--- src/rtl/serial_adder.sv ---
// Bit-serial adder/subtractor: one full-adder cell and a carry flop process
// WIDTH-bit operands LSB first, with a start/busy/done handshake.
module serial_adder #(
  parameter int WIDTH = 8
) (
  input  logic             clk,
  input  logic             rst_n,
  input  logic             start,
  input  logic [WIDTH-1:0] a,
  input  logic [WIDTH-1:0] b,
  input  logic             cin,
  input  logic             sub,
  output logic             busy,
  output logic             done,
  output logic [WIDTH-1:0] sum,
  output logic             cout,
  output logic             ovf
);

  localparam int CW = $clog2(WIDTH) + 1;
  localparam logic [CW-1:0] LAST = CW'(WIDTH - 1);

  typedef enum logic {IDLE, RUN} state_t;

  state_t           r_state;
  logic [WIDTH-1:0] r_a;
  logic [WIDTH-1:0] r_b;
  logic [WIDTH-1:0] r_ps;
  logic [WIDTH-1:0] r_sum;
  logic [CW-1:0]    r_cnt;
  logic             r_c;
  logic             r_busy;
  logic             r_done;
  logic             r_cout;
  logic             r_ovf;

  logic             w_s;
  logic             w_cn;
  logic [WIDTH-1:0] w_psNext;

  assign w_s      = r_a[0] ^ r_b[0] ^ r_c;
  assign w_cn     = (r_a[0] & r_b[0]) | (r_a[0] & r_c) | (r_b[0] & r_c);
  assign w_psNext = {w_s, r_ps[WIDTH-1:1]};

  // Subtraction is A + ~B + 1, so the operand inversion and the forced carry
  // are folded into the capture and the datapath never knows the mode.
  always_ff @(posedge clk or negedge rst_n) begin
    if (!rst_n) begin
      r_state <= IDLE;
      r_a     <= '0;
      r_b     <= '0;
      r_ps    <= '0;
      r_sum   <= '0;
      r_cnt   <= '0;
      r_c     <= 1'b0;
      r_busy  <= 1'b0;
      r_done  <= 1'b0;
      r_cout  <= 1'b0;
      r_ovf   <= 1'b0;
    end else begin
      r_done <= 1'b0;
      case (r_state)
        IDLE: begin
          if (start) begin
            r_a     <= a;
            r_b     <= sub ? ~b : b;
            r_c     <= sub ? 1'b1 : cin;
            r_cnt   <= '0;
            r_ps    <= '0;
            r_busy  <= 1'b1;
            r_state <= RUN;
          end
        end
        RUN: begin
          r_a   <= r_a >> 1;
          r_b   <= r_b >> 1;
          r_ps  <= w_psNext;
          r_c   <= w_cn;
          r_cnt <= r_cnt + CW'(1);
          // Last bit: r_c is still the carry into the MSB here.
          if (r_cnt == LAST) begin
            r_sum   <= w_psNext;
            r_cout  <= w_cn;
            r_ovf   <= r_c ^ w_cn;
            r_done  <= 1'b1;
            r_busy  <= 1'b0;
            r_state <= IDLE;
          end
        end
        default: r_state <= IDLE;
      endcase
    end
  end

  assign busy = r_busy;
  assign done = r_done;
  assign sum  = r_sum;
  assign cout = r_cout;
  assign ovf  = r_ovf;

endmodule

--- config.mk ---
export PLATFORM = sky130hd
export DESIGN_NAME = serial_adder
export DESIGN_NICKNAME = d
export VERILOG_FILES = /design/src/rtl/serial_adder.sv
export SDC_FILE = /design/constraint.sdc
export NUM_CORES = 1
export LEC_CHECK = 0
export ABC_AREA = 1
export CORE_MARGIN = 5
export CORE_UTILIZATION = 47
export DETAILED_ROUTE_END_ITERATION = 10
export PLACE_DENSITY_LB_ADDON = 0.25
export SLEW_MARGIN = 20
export SYNTH_ARGS = -nofsm -noshare
export SYNTH_HDL_FRONTEND = slang
export SYNTH_SLANG_ARGS = --single-unit
--- constraint.sdc ---
create_clock -name clk -period 1.16 [get_ports clk]
set_clock_uncertainty 0.05 [all_clocks]
set_input_delay 0.232 -clock clk [delete_from_list [all_inputs] [get_ports clk]]
set_output_delay 0.232 -clock clk [all_outputs]
set_load 0.1 [all_outputs]
==> results by group, run 1 <==
Outcome
  • Status: finished, violations left
  • Failing checks: negative setup slack

Routing
  • Drt first-iter violations: 90
  • WL final: 4.22 mm
  • Vias after detailed routing: 1666
  • 1st-pass router iterations: 4
  • Avg WL per Cell: 12.2 um
  • Post-route DRC: 0
  • Routed vias/inst: 4.80
  • Post-DRT Antenna Nets: 0

Timing
  • Post-layout min period: 1240 ps
  • RSZ-0062 raised after global routing: yes
  • Max-slew violations: 0
  • Setup-failing EPs final: 23
  • Slew HR: 0.815
  • Hold Fails Final Rpt: 0
  • Fmax: 809 MHz
  • Worst Tran Pin Value: 278 ps
  • Fin crit share: 1.07
  • Min setup slack post-route: -76.0 ps

Yosys
  • Post-synth cell types: 14
  • Post-synth top area share: 0.551
  • Syn Std Cell Area: 1860 um^2
  • Synthesis-stage register bit count: 41
  • Top_reg_cell synth: dfrtp_1
  • Synth area leader: dfrtp_1
  • Cells after Synth: 240
  • Number of flops mapped to enable cells by yosys: 0
  • Synth warnings: 0
  • Synth top area cells: dfrtp_1, nand2_1, inv_1
  • Avg Cell Area, Syn: 7.75 um^2
  • Share of synthesized registers carrying an async set or reset: 1.00
  • Post-synthesis sequential area ratio: 0.551
  • Syn nets: 263
  • Post-synth top cells: nand2_1, dfrtp_1, inv_1, nand3_1, a21oi_1
  • Most frequent cell after synthesis: nand2_1

Clock network
  • Num Clock Sinks: 41
  • Clock tree root buffer cell: clkbuf_8
  • Clock-pin slew on the worst setup and hold paths: 80 ps
  • H-tree Lvls: 2
  • Skew-Pair Late Insertion Delay: 290 ps
  • Num CTS Buffers: 5
  • Worst-case clock buffer depth: 2
  • TritonCTS clock tree: yes

Floorplanning
  • Floorplan core area: 3740 um^2
  • Site Rows: 22
  • Full die area: 5320 um^2
  • Die H: 72.9 um
  • Initial core utilization: 0.497
  • I/O pins: 33
  • Die W: 72.9 um

Setup path
  • Crit path cell chain: fa_2 > nand2_1 > nand2_1 > nand2_1 > nand2_1
  • Crit path largest cell delay: 420 ps
  • Crit path buf inv count: 0
  • Crit-path slowest cell: fa_2
  • Crit. End Element: flop
  • Worst-path fanout max: 4
  • Reg2Reg Setup Slack: -80 ps
  • Worst path arrival time: 1360 ps
  • Worst Reg-to-Reg Cells: 5
  • CP Class: reg2reg
  • Reg2reg end: ovf
  • Crit-path leading delay family: adder cells
  • Critical Path RT: 1290 ps
  • CP Launch Type: flop
  • R2R Path Start: r_c
  • CP dominant cell by count: nand2_1

Worst hold path
  • Hold Path Class: in2async

Power and ir drop
  • Switching part of the total: 0.419
  • Pwr Density: 2800 nW/um^2
  • Worst vdd ir: 1.19 mV
  • Psw: 3.43 mW
  • Clock power frac: 0.163
  • Leak: 1.50 nW
  • Logic pwr share: 0.534
  • Internal power: 4.75 mW
  • Sequential fraction of design power: 0.303

GRT
  • Global-route total usage across every layer: 0.164
  • Vias in the first global route: 1556
  • GR Overflow Total: 0
  • Antenna violations before repair: 0
  • Largest net degree at the start of global routing: 32
  • First-pass GRT wire length: 6.67 mm

Final layout
  • Layout cell share with drive strength beyond 1: 0.321
  • Fillers: 248
  • Ant diodes: 0
  • Final Util: 0.780
  • Nets: 321
  • Area grow syn2layout: 57.0%

Placement
  • Pre-CTS WS: -271 ps
  • Number of port buffers: 32
  • GP Congestion: 0.794
  • Detail Placement HPWL: 2.80 mm

Job
  • Max-cap viol count: 0
## per-layer routing
metal	vias up	track usage	wire length, um
li1	842	-	-
met1	778	0.168	1560
met2	39	0.318	2360
met3	7	0.0413	221
met4	0	0.0553	70
met5	-	0	0
## kinds of logic after synthesis
logic type | synth area share
adder cells (fa/ha/maj) | 0.0175
AND/OR/NAND/NOR | 0.293
buffers and inverters | 0.0894
flip-flops | 0.551
AO/OA/AOI/OAI | 0.0491
## worst max-delay path by stage
stage | startpoint | to | slack, ps | depth (start not counted)
after floorplan | r_b[0] | r_ps[7] | -10 | 3
after global placement | start | r_cnt[0] | -200 | 5
after detailed placement | sub | r_b[5] | -270 | 6
after CTS | r_c | ovf | -70 | 5
after global routing | r_cnt[1] | sum[3] | -140 | 7
final | r_c | ovf | -80 | 5
## placed cells by master, fill, tap and decap left out
| cell type | instances |
|---|---|
| a21oi_1 | 3 |
| a21oi_2 | 5 |
| buf_12 | 17 |
| buf_2 | 1 |
| buf_4 | 16 |
| buf_6 | 1 |
| buf_8 | 1 |
| bufinv_16 | 2 |
| clkbuf_16 | 2 |
| clkbuf_8 | 5 |
| clkdlybuf4s50_1 | 19 |
| clkinv_1 | 1 |
| clkinv_2 | 1 |
| clkinvlp_4 | 1 |
| dfrtp_1 | 28 |
| dfrtp_2 | 13 |
| dlygate4sd3_1 | 1 |
| fa_2 | 1 |
| ha_4 | 1 |
| inv_1 | 24 |
| inv_2 | 6 |
| inv_4 | 1 |
| nand2_1 | 107 |
| nand2_2 | 8 |
| nand2_4 | 7 |
| nand3_1 | 10 |
| nand3_2 | 1 |
| nor2_1 | 3 |
| nor2_2 | 1 |
| nor2_4 | 3 |
| o21ai_0 | 1 |
| o21ai_1 | 3 |
| o22ai_1 | 3 |
| o22ai_2 | 2 |
## power groups by stage
stage / sequential, mW / combinational (mW) / clock (mW)
2_1_floorplan: 3.33 / 1.21 / 0
3_3_place_gp: 2.38 / 3.46 / 0
3_5_place_dp: 2.42 / 3.54 / 0
4_1_cts: 2.42 / 3.70 / 1.36
5_1_grt: 2.54 / 4.72 / 1.41
6_report: 2.48 / 4.37 / 1.33
## per-stage QoR
step	hold WS (ps)	power (mW)	instance area (um^2)	setup TNS (ps)	instances
finish	300	8.18	2920	-754	347
global route	327	8.67	2920	-2260	347
CTS	289	7.47	2680	-651	336
detailed placement	74.5	5.96	2480	-7870	326
global placement	72.0	5.84	2480	-6530	326
floorplan	-114	4.54	1880	-14.8	240
## layout make-up
cell class	count	area, um^2	area share
Tap cell	48	60.1	0.0206
Timing Repair Buffer	58	742	0.254
Sequential cell	41	1040	0.357
Multi-Input combinational cell	159	812	0.278
Clock inverter	3	65.1	0.0223
Clock buffer	5	68.8	0.0236
Inverter	33	130	0.0446
## registers in the layout, indices dropped and copies added (netlist names), 4 cells and up
name and flops:
sum 8, r_cnt 4, r_a 8, r_ps 7
r_b 8
## what timing repair did
item | CTS | global route
cloned | 0 | 2
hold buffers | 1 | 0
resized for setup | 8 | 44
setup buffers | 1 | 9
pin swaps | 5 | 14
hold endpoints to repair | 10 | 0
endpoints found under the setup margin | 44 | 51
Power figures use the tool's default switching activity.
==> inputs of run 2 (changes only) <==
CORE_UTILIZATION = 54   (was 47)
CTS_BUF_LIST = sky130_fd_sc_hd__clkbuf_4   (was default)
clock period = 1.35 ns   (was 1.16 ns; I/O delays follow)
==> results by group, run 2 (synthesized netlist as in run 1, its figures left out) <==
Routing
  • Vias after detailed routing: 1595 (-4.3%)
  • Post-route DRC: 0 (unchanged)
  • Drt first-iter violations: 66 (-27%)
  • Avg WL per Cell: 11.0 um (-9.6%)
  • 1st-pass router iterations: 4 (unchanged)
  • WL final: 3.59 mm (-15%)
  • Routed vias/inst: 4.88 (+1.6%)
  • Post-DRT Antenna Nets: 0 (unchanged)

Final layout
  • Layout cell share with drive strength beyond 1: 0.114 (-0.207)
  • Ant diodes: 0 (unchanged)
  • Finished Layout Cells: 327 (-5.8%)
  • Nets: 303 (-5.6%)
  • Area grow syn2layout: 34.8%
  • Commonest non-fill, non-tap cell in the layout: nand2_1
  • Final Util: 0.752 (-0.0283)
  • Most frequent cells in the layout: nand2_1, dfrtp_1, inv_1, clkdlybuf4s50_1, buf_12

Clock network
  • H-tree Lvls: 2 (unchanged)
  • Clock tree root buffer cell: clkbuf_4
  • Skew-Pair Late Insertion Delay: 350 ps (+60 ps)
  • Num Clock Sinks: 41 (unchanged)
  • Clock-pin slew on the worst setup and hold paths: 120 ps (+40 ps)
  • TritonCTS clock tree: yes
  • Worst-case clock buffer depth: 2 (unchanged)
  • Num CTS Buffers: 5 (unchanged)

Placement
  • Detail Placement HPWL: 2.61 mm (-6.8%)
  • Number of port buffers: 32 (unchanged)
  • GP Congestion: 0.748 (-5.8%)
  • Cell count after placement: 317 (-2.8%)

Setup path
  • Reg2reg end: sum[2]
  • R2R Path Start: r_cnt[0]
  • Crit path buf inv count: 1 (+1)
  • CP Class: reg2out
  • Critical Path Source: sum[4]
  • CP Depth: 1 (-4)
  • Crit-path leading delay family: flip-flops
  • Worst path arrival time: 970 ps (-390 ps)
  • Crit path cell chain: buf_12
  • Crit path largest cell delay: 440 ps (+20 ps)
  • Worst-path fanout max: 2 (-2)
  • Crit-path slowest cell: dfrtp_1
  • Crit. End Element: output port
  • Reg2Reg Setup Slack: 110 ps (+190 ps)
  • CP Launch Type: flop
  • Critical Path RT: 1030 ps (-260 ps)
  • Worst Reg-to-Reg Cells: 6 (+1)

GRT
  • Vias in the first global route: 1476 (-5.1%)
  • Largest net degree at the start of global routing: 42 (+31%)
  • Global-route total usage across every layer: 0.183 (+0.0185)
  • Antenna violations before repair: 0 (unchanged)
  • GR Overflow Total: 0 (unchanged)
  • First-pass GRT wire length: 6.26 mm (-6.2%)

Power and ir drop
  • Total power draw: 5.69 mW (-30%)
  • Pwr Density: 2270 nW/um^2 (-19%)
  • Leak: 1.36 nW (-9.4%)
  • Worst vdd ir: 0.923 mV (-22%)

Timing
  • Max-slew violations: 0 (unchanged)
  • Setup TNS: 0 ps (+754 ps)
  • Post-layout min period: 1290 ps
  • Fmax: 775 MHz
  • Worst Tran Pin Value: 252 ps (-25.8 ps)
  • RSZ-0062 raised after global routing: no
  • Setup-failing EPs final: 0 (-100%)
  • Min Hold Slack: 356 ps (+56.0 ps)
  • Slew HR: 0.831 (+0.0166)
  • Hold Fails Final Rpt: 0 (unchanged)
  • Fin crit share: 0.956

Worst hold path
  • Hold Path Class: in2async

Floorplanning
  • Floorplan core area: 3340 um^2 (-11%)
  • Site Rows: 21 (-4.5%)
  • Full die area: 4720 um^2 (-11%)
  • I/O pins: 33 (unchanged)
  • Initial core utilization: 0.558 (+0.0606)
  • Die H: 68.7 um (-5.8%)
  • Die W: 68.7 um (-5.8%)

Outcome
  • Status: completed

Job
  • Max-cap viol count: 0 (unchanged)
run 2: where the power goes:
group	switching (mW)	internal, mW	total (mW)
clock network	0.393	0.383	0.776
registers	0.357	1.69	2.05
logic	1.79	1.07	2.86
total	2.54	3.15	5.69
run 2: per-stage QoR:
step | setup slack (ps) | area (um^2)
after global routing | 1.45 | 2510
after detailed placement | -102 | 2410
final | 59.7 | 2510
after global placement | -53.4 | 2410
after CTS | 17.6 | 2490
after floorplan | 119 | 1860
run 2: how the worst max path moves through the flow:
stage                  end  slack (ps)
global placement    r_b[0]         -50
CTS                    ovf          20
detailed placement  r_b[0]        -100
finish              sum[4]          60
floorplan              ovf         120
global route          cout           1
run 2: cell type report:
class | instances | area (um^2)
flip-flops and latches | 41 | 1030
clock buffers | 5 | 37.5
clock inverters | 3 | 41.3
multi-input cells | 159 | 673
inverters | 33 | 124
well taps | 46 | 57.6
fillers | 262 | 828
repair buffers | 40 | 548
run 2: what timing repair did:
item | 4_1_cts | 5_1_grt
buffers inserted | 0 | 1
hold buffers | 1 | 0
hold endpoints to repair | 41 | 0
resized for setup | 0 | 3
setup endpoints to repair | 0 | 11
run 2: layer usage:
layer | routed length [um] | track usage | up-vias
li1 | - | - | 804
met1 | 1450 | 0.191 | 751
met2 | 1890 | 0.338 | 36
met3 | 185 | 0.0486 | 4
met4 | 67 | 0.0803 | 0
met5 | 0 | 0 | -
